File: src/rtl/udp_panel_router_pkg.sv
`default_nettype none
// ============================================================================
// Module      : udp_panel_pkg
// Description : Shared constants, header field positions and FSM state type
//               for the UDP panel router.
// Revision    : 1.0 - initial release
// ============================================================================
package udp_panel_pkg;

    // Header marker and broadcast panel id
    localparam logic [7:0] MAGIC    = 8'hA5;
    localparam logic [7:0] BCAST_ID = 8'hFF;

    // Header beat field positions (bank field grows downward from HDR_BANK_HI)
    localparam int HDR_MAGIC_HI = 31;
    localparam int HDR_MAGIC_LO = 24;
    localparam int HDR_ID_HI    = 23;
    localparam int HDR_ID_LO    = 16;
    localparam int HDR_BANK_HI  = 15;

    typedef enum logic [1:0] {
        IDLE = 2'd0,
        ADDR = 2'd1,
        DATA = 2'd2,
        DROP = 2'd3
    } state_t;

endpackage
`default_nettype wire

File: src/rtl/udp_panel_router_if.sv
`default_nettype none
// ============================================================================
// Module      : udp_panel_router_if
// Description : UDP payload stream from the Ethernet core into the router.
//               master = Ethernet core side, slave = router side.
// Revision    : 1.0 - initial release
// ============================================================================
interface udp_panel_router_if;
    logic        valid;
    logic        last;
    logic        ready;
    logic [15:0] dst_port;
    logic [31:0] data;
    logic [3:0]  error;

    modport master (output valid, last, dst_port, data, error, input ready);
    modport slave  (input valid, last, dst_port, data, error, output ready);
endinterface
`default_nettype wire

File: src/rtl/udp_panel_router_panel_en_decode.sv
`default_nettype none
// ============================================================================
// Module      : panel_en_decode
// Description : Converts a panel id into a one-hot enable vector, or all ones
//               for the broadcast id.
// Revision    : 1.0 - initial release
// ============================================================================
module panel_en_decode
    import udp_panel_pkg::*;
#(
    parameter int NUM_PANELS = 9
) (
    input  wire logic [7:0]            i_id,
    output logic      [NUM_PANELS-1:0] o_en
);

    logic w_bcast;

    assign w_bcast = (i_id == BCAST_ID);

    for (genvar gi = 0; gi < NUM_PANELS; gi++) begin : g_en
        assign o_en[gi] = w_bcast | (i_id == 8'(gi));
    end

endmodule
`default_nettype wire

File: src/rtl/udp_panel_router.sv
`default_nettype none
// ============================================================================
// Module      : udp_panel_router
// Description : Parses UDP payload beats (header, start address, pixels) and
//               issues single-cycle pixel writes to one panel or to all panels.
//               Optional macro PKT_STATS_EN adds saturating ok/drop counters.
// Revision    : 1.0 - initial release
// ============================================================================
module udp_panel_router
    import udp_panel_pkg::*;
#(
    parameter int NUM_PANELS = 9,
    parameter int ADDR_W     = 16,
    parameter int DATA_W     = 24,
    parameter int WR_W       = 3,
    parameter int MAX_ADDR   = 4095,
    parameter int UDP_PORT   = 26177
) (
    input  wire logic                  clock,
    input  wire logic                  resetn,
    udp_panel_router_if.slave          udp_source,
    output logic      [NUM_PANELS-1:0] ctrl_en,
    output logic      [WR_W-1:0]       ctrl_wr,
    output logic      [ADDR_W-1:0]     ctrl_addr,
    output logic      [DATA_W-1:0]     ctrl_wdat,
    output logic                       led_reg
`ifdef PKT_STATS_EN
    ,
    output logic      [15:0]           pkt_ok_count,
    output logic      [15:0]           pkt_drop_count
`endif
);

    localparam logic [ADDR_W-1:0] c_max_addr = ADDR_W'(MAX_ADDR);
    localparam logic [15:0]       c_port     = 16'(UDP_PORT);

    state_t                  r_state;
    state_t                  w_next;
    logic                    r_ready;
    logic [7:0]              r_id;
    logic [WR_W-1:0]         r_bank;
    logic [ADDR_W-1:0]       r_addr;
    logic                    r_trunc;
    logic [NUM_PANELS-1:0]   w_en_vec;

    logic                    w_accept;
    logic                    w_last;
    logic                    w_err;
    logic [7:0]              w_id;
    logic                    w_hdr_ok;
    logic                    w_over;
    logic                    w_latch_hdr;
    logic                    w_latch_addr;
    logic                    w_step;
    logic                    w_write;
    logic                    w_ok;
    logic                    w_drop;

    assign udp_source.ready = r_ready;
    assign w_accept = udp_source.valid & r_ready;
    assign w_last   = udp_source.last;
    assign w_err    = |udp_source.error;
    assign w_id     = udp_source.data[HDR_ID_HI:HDR_ID_LO];
    assign w_hdr_ok = (udp_source.dst_port == c_port)
                    && (udp_source.data[HDR_MAGIC_HI:HDR_MAGIC_LO] == MAGIC)
                    && !w_err
                    && (({24'd0, w_id} < 32'(NUM_PANELS)) || (w_id == BCAST_ID));
    // Once past MAX_ADDR (or after writing it) the rest of the packet is dropped
    assign w_over   = r_trunc | (r_addr > c_max_addr);

    panel_en_decode #(
        .NUM_PANELS (NUM_PANELS)
    ) u_en_decode (
        .i_id (r_id),
        .o_en (w_en_vec)
    );

    // State register
    always_ff @(posedge clock or negedge resetn) begin
        if (!resetn) r_state <= IDLE;
        else         r_state <= w_next;
    end

    // Next-state logic
    always_comb begin
        w_next = r_state;
        case (r_state)
            IDLE: if (w_accept && !w_last) w_next = w_hdr_ok ? ADDR : DROP;
            ADDR: if (w_accept)            w_next = w_last ? IDLE : (w_err ? DROP : DATA);
            DATA: if (w_accept)            w_next = w_last ? IDLE : (w_err ? DROP : DATA);
            DROP: if (w_accept && w_last)  w_next = IDLE;
            default:                       w_next = IDLE;
        endcase
    end

    // Per-beat actions; every drop is counted once at the beat that decides it
    always_comb begin
        w_latch_hdr  = 1'b0;
        w_latch_addr = 1'b0;
        w_step       = 1'b0;
        w_write      = 1'b0;
        w_ok         = 1'b0;
        w_drop       = 1'b0;
        if (w_accept) begin
            case (r_state)
                IDLE: begin
                    w_latch_hdr = w_hdr_ok && !w_last;
                    w_drop      = !(w_hdr_ok && !w_last);
                end
                ADDR: begin
                    w_latch_addr = 1'b1;
                    w_drop       = w_last | w_err;
                end
                DATA: begin
                    if (w_err) begin
                        w_drop = 1'b1;
                    end else begin
                        w_step  = 1'b1;
                        w_write = !w_over;
                        w_ok    = w_last;
                    end
                end
                default: ;
            endcase
        end
    end

    // Datapath and registered write bus
    always_ff @(posedge clock or negedge resetn) begin
        if (!resetn) begin
            r_ready   <= 1'b0;
            r_id      <= '0;
            r_bank    <= '0;
            r_addr    <= '0;
            r_trunc   <= 1'b0;
            ctrl_en   <= '0;
            ctrl_wr   <= '0;
            ctrl_addr <= '0;
            ctrl_wdat <= '0;
            led_reg   <= 1'b0;
        end else begin
            r_ready <= 1'b1;
            if (w_latch_hdr) begin
                r_id   <= w_id;
                r_bank <= udp_source.data[HDR_BANK_HI -: WR_W];
            end
            if (w_latch_addr) begin
                r_addr  <= udp_source.data[ADDR_W-1:0];
                r_trunc <= 1'b0;
            end
            if (w_step) begin
                r_addr  <= r_addr + 1'b1;
                r_trunc <= w_over | (r_addr == c_max_addr);
            end
            ctrl_en <= w_write ? w_en_vec : '0;
            if (w_write) begin
                ctrl_wr   <= r_bank;
                ctrl_addr <= r_addr;
                ctrl_wdat <= udp_source.data[DATA_W-1:0];
            end
            if (w_ok) led_reg <= ~led_reg;
        end
    end

`ifdef PKT_STATS_EN
    logic [15:0] r_ok_cnt;
    logic [15:0] r_drop_cnt;

    // Saturating packet statistics
    always_ff @(posedge clock or negedge resetn) begin
        if (!resetn) begin
            r_ok_cnt   <= '0;
            r_drop_cnt <= '0;
        end else begin
            if (w_ok && (r_ok_cnt != 16'hFFFF))     r_ok_cnt   <= r_ok_cnt + 16'd1;
            if (w_drop && (r_drop_cnt != 16'hFFFF)) r_drop_cnt <= r_drop_cnt + 16'd1;
        end
    end

    assign pkt_ok_count   = r_ok_cnt;
    assign pkt_drop_count = r_drop_cnt;
`else
    logic w_unused_stats;
    assign w_unused_stats = w_drop;
`endif

endmodule
`default_nettype wire

File: src/flat_wrapper.sv
// flat-port wrapper written by rule: the top's interface ports become plain ports
module udp_panel_router_flat import udp_panel_pkg::*;
#(
    parameter int NUM_PANELS = 9,
    parameter int ADDR_W     = 16,
    parameter int DATA_W     = 24,
    parameter int WR_W       = 3,
    parameter int MAX_ADDR   = 4095,
    parameter int UDP_PORT   = 26177
)
  (clock, resetn, ctrl_en, ctrl_wr, ctrl_addr, ctrl_wdat, led_reg, udp_source_valid, udp_source_last, udp_source_dst_port, udp_source_data, udp_source_error, udp_source_ready);
  udp_panel_router_if udp_source_i ();
  input  wire logic clock;
  input  wire logic resetn;
  output logic      [NUM_PANELS-1:0] ctrl_en;
  output logic      [WR_W-1:0] ctrl_wr;
  output logic      [ADDR_W-1:0] ctrl_addr;
  output logic      [DATA_W-1:0] ctrl_wdat;
  output logic led_reg;
  input wire logic [$bits(udp_source_i.valid)-1:0] udp_source_valid;
  input wire logic [$bits(udp_source_i.last)-1:0] udp_source_last;
  input wire logic [$bits(udp_source_i.dst_port)-1:0] udp_source_dst_port;
  input wire logic [$bits(udp_source_i.data)-1:0] udp_source_data;
  input wire logic [$bits(udp_source_i.error)-1:0] udp_source_error;
  output wire logic [$bits(udp_source_i.ready)-1:0] udp_source_ready;
  assign udp_source_i.valid = udp_source_valid;
  assign udp_source_i.last = udp_source_last;
  assign udp_source_i.dst_port = udp_source_dst_port;
  assign udp_source_i.data = udp_source_data;
  assign udp_source_i.error = udp_source_error;
  assign udp_source_ready = udp_source_i.ready;
  udp_panel_router #(.NUM_PANELS(NUM_PANELS), .ADDR_W(ADDR_W), .DATA_W(DATA_W), .WR_W(WR_W), .MAX_ADDR(MAX_ADDR), .UDP_PORT(UDP_PORT)) u_core (.clock(clock), .resetn(resetn), .udp_source(udp_source_i), .ctrl_en(ctrl_en), .ctrl_wr(ctrl_wr), .ctrl_addr(ctrl_addr), .ctrl_wdat(ctrl_wdat), .led_reg(led_reg));
endmodule
File: config.mk
export PLATFORM = sky130hd
export DESIGN_NAME = udp_panel_router_flat
export DESIGN_NICKNAME = d
export VERILOG_FILES = /design/src/rtl/udp_panel_router_pkg.sv /design/src/rtl/udp_panel_router_if.sv /design/src/rtl/udp_panel_router_panel_en_decode.sv /design/src/rtl/udp_panel_router.sv /design/src/flat_wrapper.sv
export SDC_FILE = /design/constraint.sdc
export NUM_CORES = 1
export LEC_CHECK = 0
export CORE_MARGIN = 2
export CORE_UTILIZATION = 51
export DETAILED_ROUTE_END_ITERATION = 16
export PLACE_DENSITY = 0.85
export SKIP_CTS_REPAIR_TIMING = 1
export SYNTH_ARGS = -nofsm -noshare
export SYNTH_HDL_FRONTEND = slang
export SYNTH_SLANG_ARGS = --single-unit
File: constraint.sdc
create_clock -name clock -period 3.6 [get_ports clock]
set_input_delay 0.72 -clock clock [delete_from_list [all_inputs] [get_ports clock]]
set_output_delay 0.72 -clock clock [all_outputs]
set_load 0.1 [all_outputs]
==> reports/results.txt <==
Average wire per standard cell: 16.3 µm
Final wirelength: 8690 µm
Number of antenna violations at the first check in global routing: 0
First drt pass iteration count: 4
Critical Setup Path Class: primary input to flop
Antenna diode count: 0
Clock transition at the register clock pins on the worst setup and hold paths after CTS: 0.09 ns
First-pass GRT wire length: 14500 µm
Unrepaired setup endpoints after global routing: false
DRT antenna net count: 0
Tightest Hold Check Type: flop to flop
Final-layout worst hold slack: 0.491 ns
Syn_area_per_cell: 11.9 µm²
Placer Congestion: 0.887
CTS buffer count: 9
CTS Root Cell: sky130_fd_sc_hd__clkbuf_8
Number of flip-flops under the largest register name: 24
DRT iter0 DRCs: 167
Clock Path Buffers: 2
Initial cell density of the core: 52.3%
Arr. time, crit path: 2.97 ns
Areal power density over the cells: 487 nW/µm²
Endpoint type of the worst setup path: flop
Warning count from the yosys run: 0
Final Net Count: 491
Area after DPL: 4980 µm²
Vias: 3018
Std-Cell Core Area: 7210 µm²
Slew HR: 31.5%
Area Overhead vs Synth: 36.8%
Pre-CTS setup slack: 0.533 ns
Final cycle utilization of the critical path: 76.0%
Hold EP: u_core.ctrl_addr[13]
R2R cell count: 7
Worst R2R Start: u_core.r_state[0]
VDD IR-drop max: 0.000316 V
Clock Latency Late Sink: 0.35 ns
Vias in the first global route: 2961
Number of ports placed on the die boundary: 110
Final setup margin: 0.864 ns
Slew at the pin closest to its max-slew limit: 1.03 ns
Hold wc startpoint: u_core.ctrl_addr[13]
Proportion of layout cells with a drive suffix above 1: 18.2%
Share of synthesized area occupied by flip-flops and latches: 55.7%
Global-route total usage across every layer: 22.0%
Largest area contributor in the netlist: sky130_fd_sc_hd__dfrtp_1
Total non-filler cell area in the finished layout: 5170 µm²
Largest cells by area after synthesis: sky130_fd_sc_hd__dfrtp_1 (56%), sky130_fd_sc_hd__mux2_2 (14%), sky130_fd_sc_hd__nor2_1 (2.7%)
Synth Flop Type: sky130_fd_sc_hd__dfrtp_1
Via-to-Cell Ratio: 5.65
Largest clock skew in the final design: 0.00920 ns
Final HPWL from detailed placement: 6320 µm
Fin. max-slew vios: 0
Registers with the most flip-flops: u_core.ctrl_wdat (24), u_core.ctrl_addr (16), u_core.r_addr (16)
Worst path required time: 3.84 ns
# fillers: 550
FFs w/ async S/R, synth: 100%
Number of DRC violations after detailed routing: 0
Number of buffers added on ports: 109
TritonCTS clock tree: yes
Die outline height: 90.0 µm
R2R Path End: u_core.ctrl_wdat[2]
Count of flip-flops with a built-in enable after synthesis: 0
Post-synth design cell area: 3780 µm²
Flop and latch count out of synthesis: 84
Post-Layout Cell Count: 534
Mapped Nets: 377
Std cell rows: 31
Number of levels in the clock H-tree: 3
Total die area: 8110 µm²
Gate count after technology mapping: 316
Maximum fanout along the worst path: 28
# setup viols final: 0
Worst Hold Path Cells: 1
Leakage component of the power: 2.29 nW
Number of unique standard cell types used by synthesis: 49
Kind of start point of the critical path: primary input
Max-capacitance violation count: 0
Timing-limited maximum frequency: 0.365 GHz
Biggest register: u_core.ctrl_wdat
Die X-Extent: 90.0 µm
Final Core Density: 71.6%
Accumulated negative setup slack: 0 ns
Area share of the leading cell type in the synthesized netlist: 55.7%
Status: finished clean
Number of instances in the placed design: 518
Largest net degree at the start of global routing: 85
Total power draw: 2.51 mW
Aggregate global routing overflow: 0
Final period demand of the worst path: 2.74 ns
Register-to-register setup slack: 1.45 ns
Final Hold Violating Endpoints: 0
Number of clock sinks: 84
-- where the power goes --
| group | switching (mW) | internal (mW) |
|---|---|---|
| Combinational | 0.403 | 0.279 |
| Clock | 0.368 | 0.260 |
| Sequential | 0.140 | 1.06 |
| Total | 0.911 | 1.60 |
-- layout make-up --
type	instances	area (µm²)	area share, %
multi-input cells	211	1590	30.8
inverters	9	33.8	0.654
clock buffers	9	124	2.40
flip-flops and latches	84	2100	40.7
well taps	99	124	2.40
repair buffers	115	1130	21.9
clock inverters	7	58.8	1.14
-- routing by layer --
layer  part of all wire, %  up-vias  GRT usage, %
li1                      -     1402             -
met1                    44     1512          29.7
met2                    50       92          36.0
met3                   4.6       12          3.02
met4                   1.8        0          9.23
met5                     0        -             0
-- placed cells by master, fill, tap and decap left out, types with 5 or more instances in the layout --
master and count:
sky130_fd_sc_hd__buf_4 7, sky130_fd_sc_hd__o21ai_0 5, sky130_fd_sc_hd__nand4_1 6, sky130_fd_sc_hd__a21oi_1 9
sky130_fd_sc_hd__clkbuf_8 9, sky130_fd_sc_hd__nand2_1 11, sky130_fd_sc_hd__a31oi_1 6, sky130_fd_sc_hd__a211oi_1 9
sky130_fd_sc_hd__and3_1 6, sky130_fd_sc_hd__nand3_1 8, sky130_fd_sc_hd__nor3_1 9, sky130_fd_sc_hd__nor2_1 27
sky130_fd_sc_hd__dfrtp_1 84, sky130_fd_sc_hd__mux2_2 48, sky130_fd_sc_hd__ha_1 5, sky130_fd_sc_hd__and2_1 7
sky130_fd_sc_hd__inv_1 9, sky130_fd_sc_hd__clkdlybuf4s50_1 108, sky130_fd_sc_hd__a311oi_1 8
-- cell usage after synthesis (all sizes together) (2+ instances only) --
| cell type | number |
|---|---|
| nand4 | 6 |
| a31oi | 6 |
| and4 | 2 |
| ha | 5 |
| dfrtp | 84 |
| or2 | 2 |
| buf | 6 |
| a311oi | 8 |
| nand2b | 2 |
| a21oi | 9 |
| nor3 | 10 |
| nor2 | 27 |
| o221a | 2 |
| and3 | 6 |
| o21a | 2 |
| a211oi | 9 |
| nand2 | 11 |
| mux2i | 2 |
| nand3b | 3 |
| clkbuf | 6 |
| o21ai | 5 |
| and2 | 7 |
| nor4 | 3 |
| nand3 | 9 |
| o31ai | 3 |
| o22ai | 2 |
| or3 | 2 |
| inv | 9 |
| or4 | 2 |
| mux2 | 50 |
| nor4b | 2 |
| nor4bb | 2 |
-- kinds of logic after synthesis --
kind of cell               after synthesis  synth area share, %
muxes                                   52                 15.4
buffers and inverters                   21                 2.35
DFF                                     84                 55.7
xor gates and xnor gates                 1                0.232
and+or+nand+nor                         99                 14.4
other                                    1               0.0993
AOI/OAI and AO/OA                       53                 10.1
adders and majority gates                5                 1.66
-- how the worst max path moves through the flow --
| stage | from | end | slack [ns] | cells past startpoint |
|---|---|---|---|---|
| finish | udp_source_error[3] | u_core.ctrl_wdat[2] | 0.86 | 6 |
| global route | udp_source_error[3] | u_core.ctrl_wdat[2] | 0.81 | 6 |
| CTS | u_core.udp_source.ready | udp_source_ready | 0.89 | 1 |
| detailed placement | udp_source_error[3] | u_core.ctrl_wdat[2] | 0.53 | 6 |
| global placement | udp_source_error[3] | u_core.ctrl_wdat[1] | 0.62 | 6 |
| floorplan | udp_source_error[3] | u_core.r_bank[0] | 1.12 | 5 |
-- worst max-delay path, cell delays in order --
cell and delay (ns):
sky130_fd_sc_hd__clkdlybuf4s50_1 0.41, sky130_fd_sc_hd__or4_1 0.69, sky130_fd_sc_hd__nor2_1 0.41, sky130_fd_sc_hd__nand3_2 0.13, sky130_fd_sc_hd__buf_4 0.28, sky130_fd_sc_hd__mux2_2 0.33
Power figures use the tool's default switching activity.
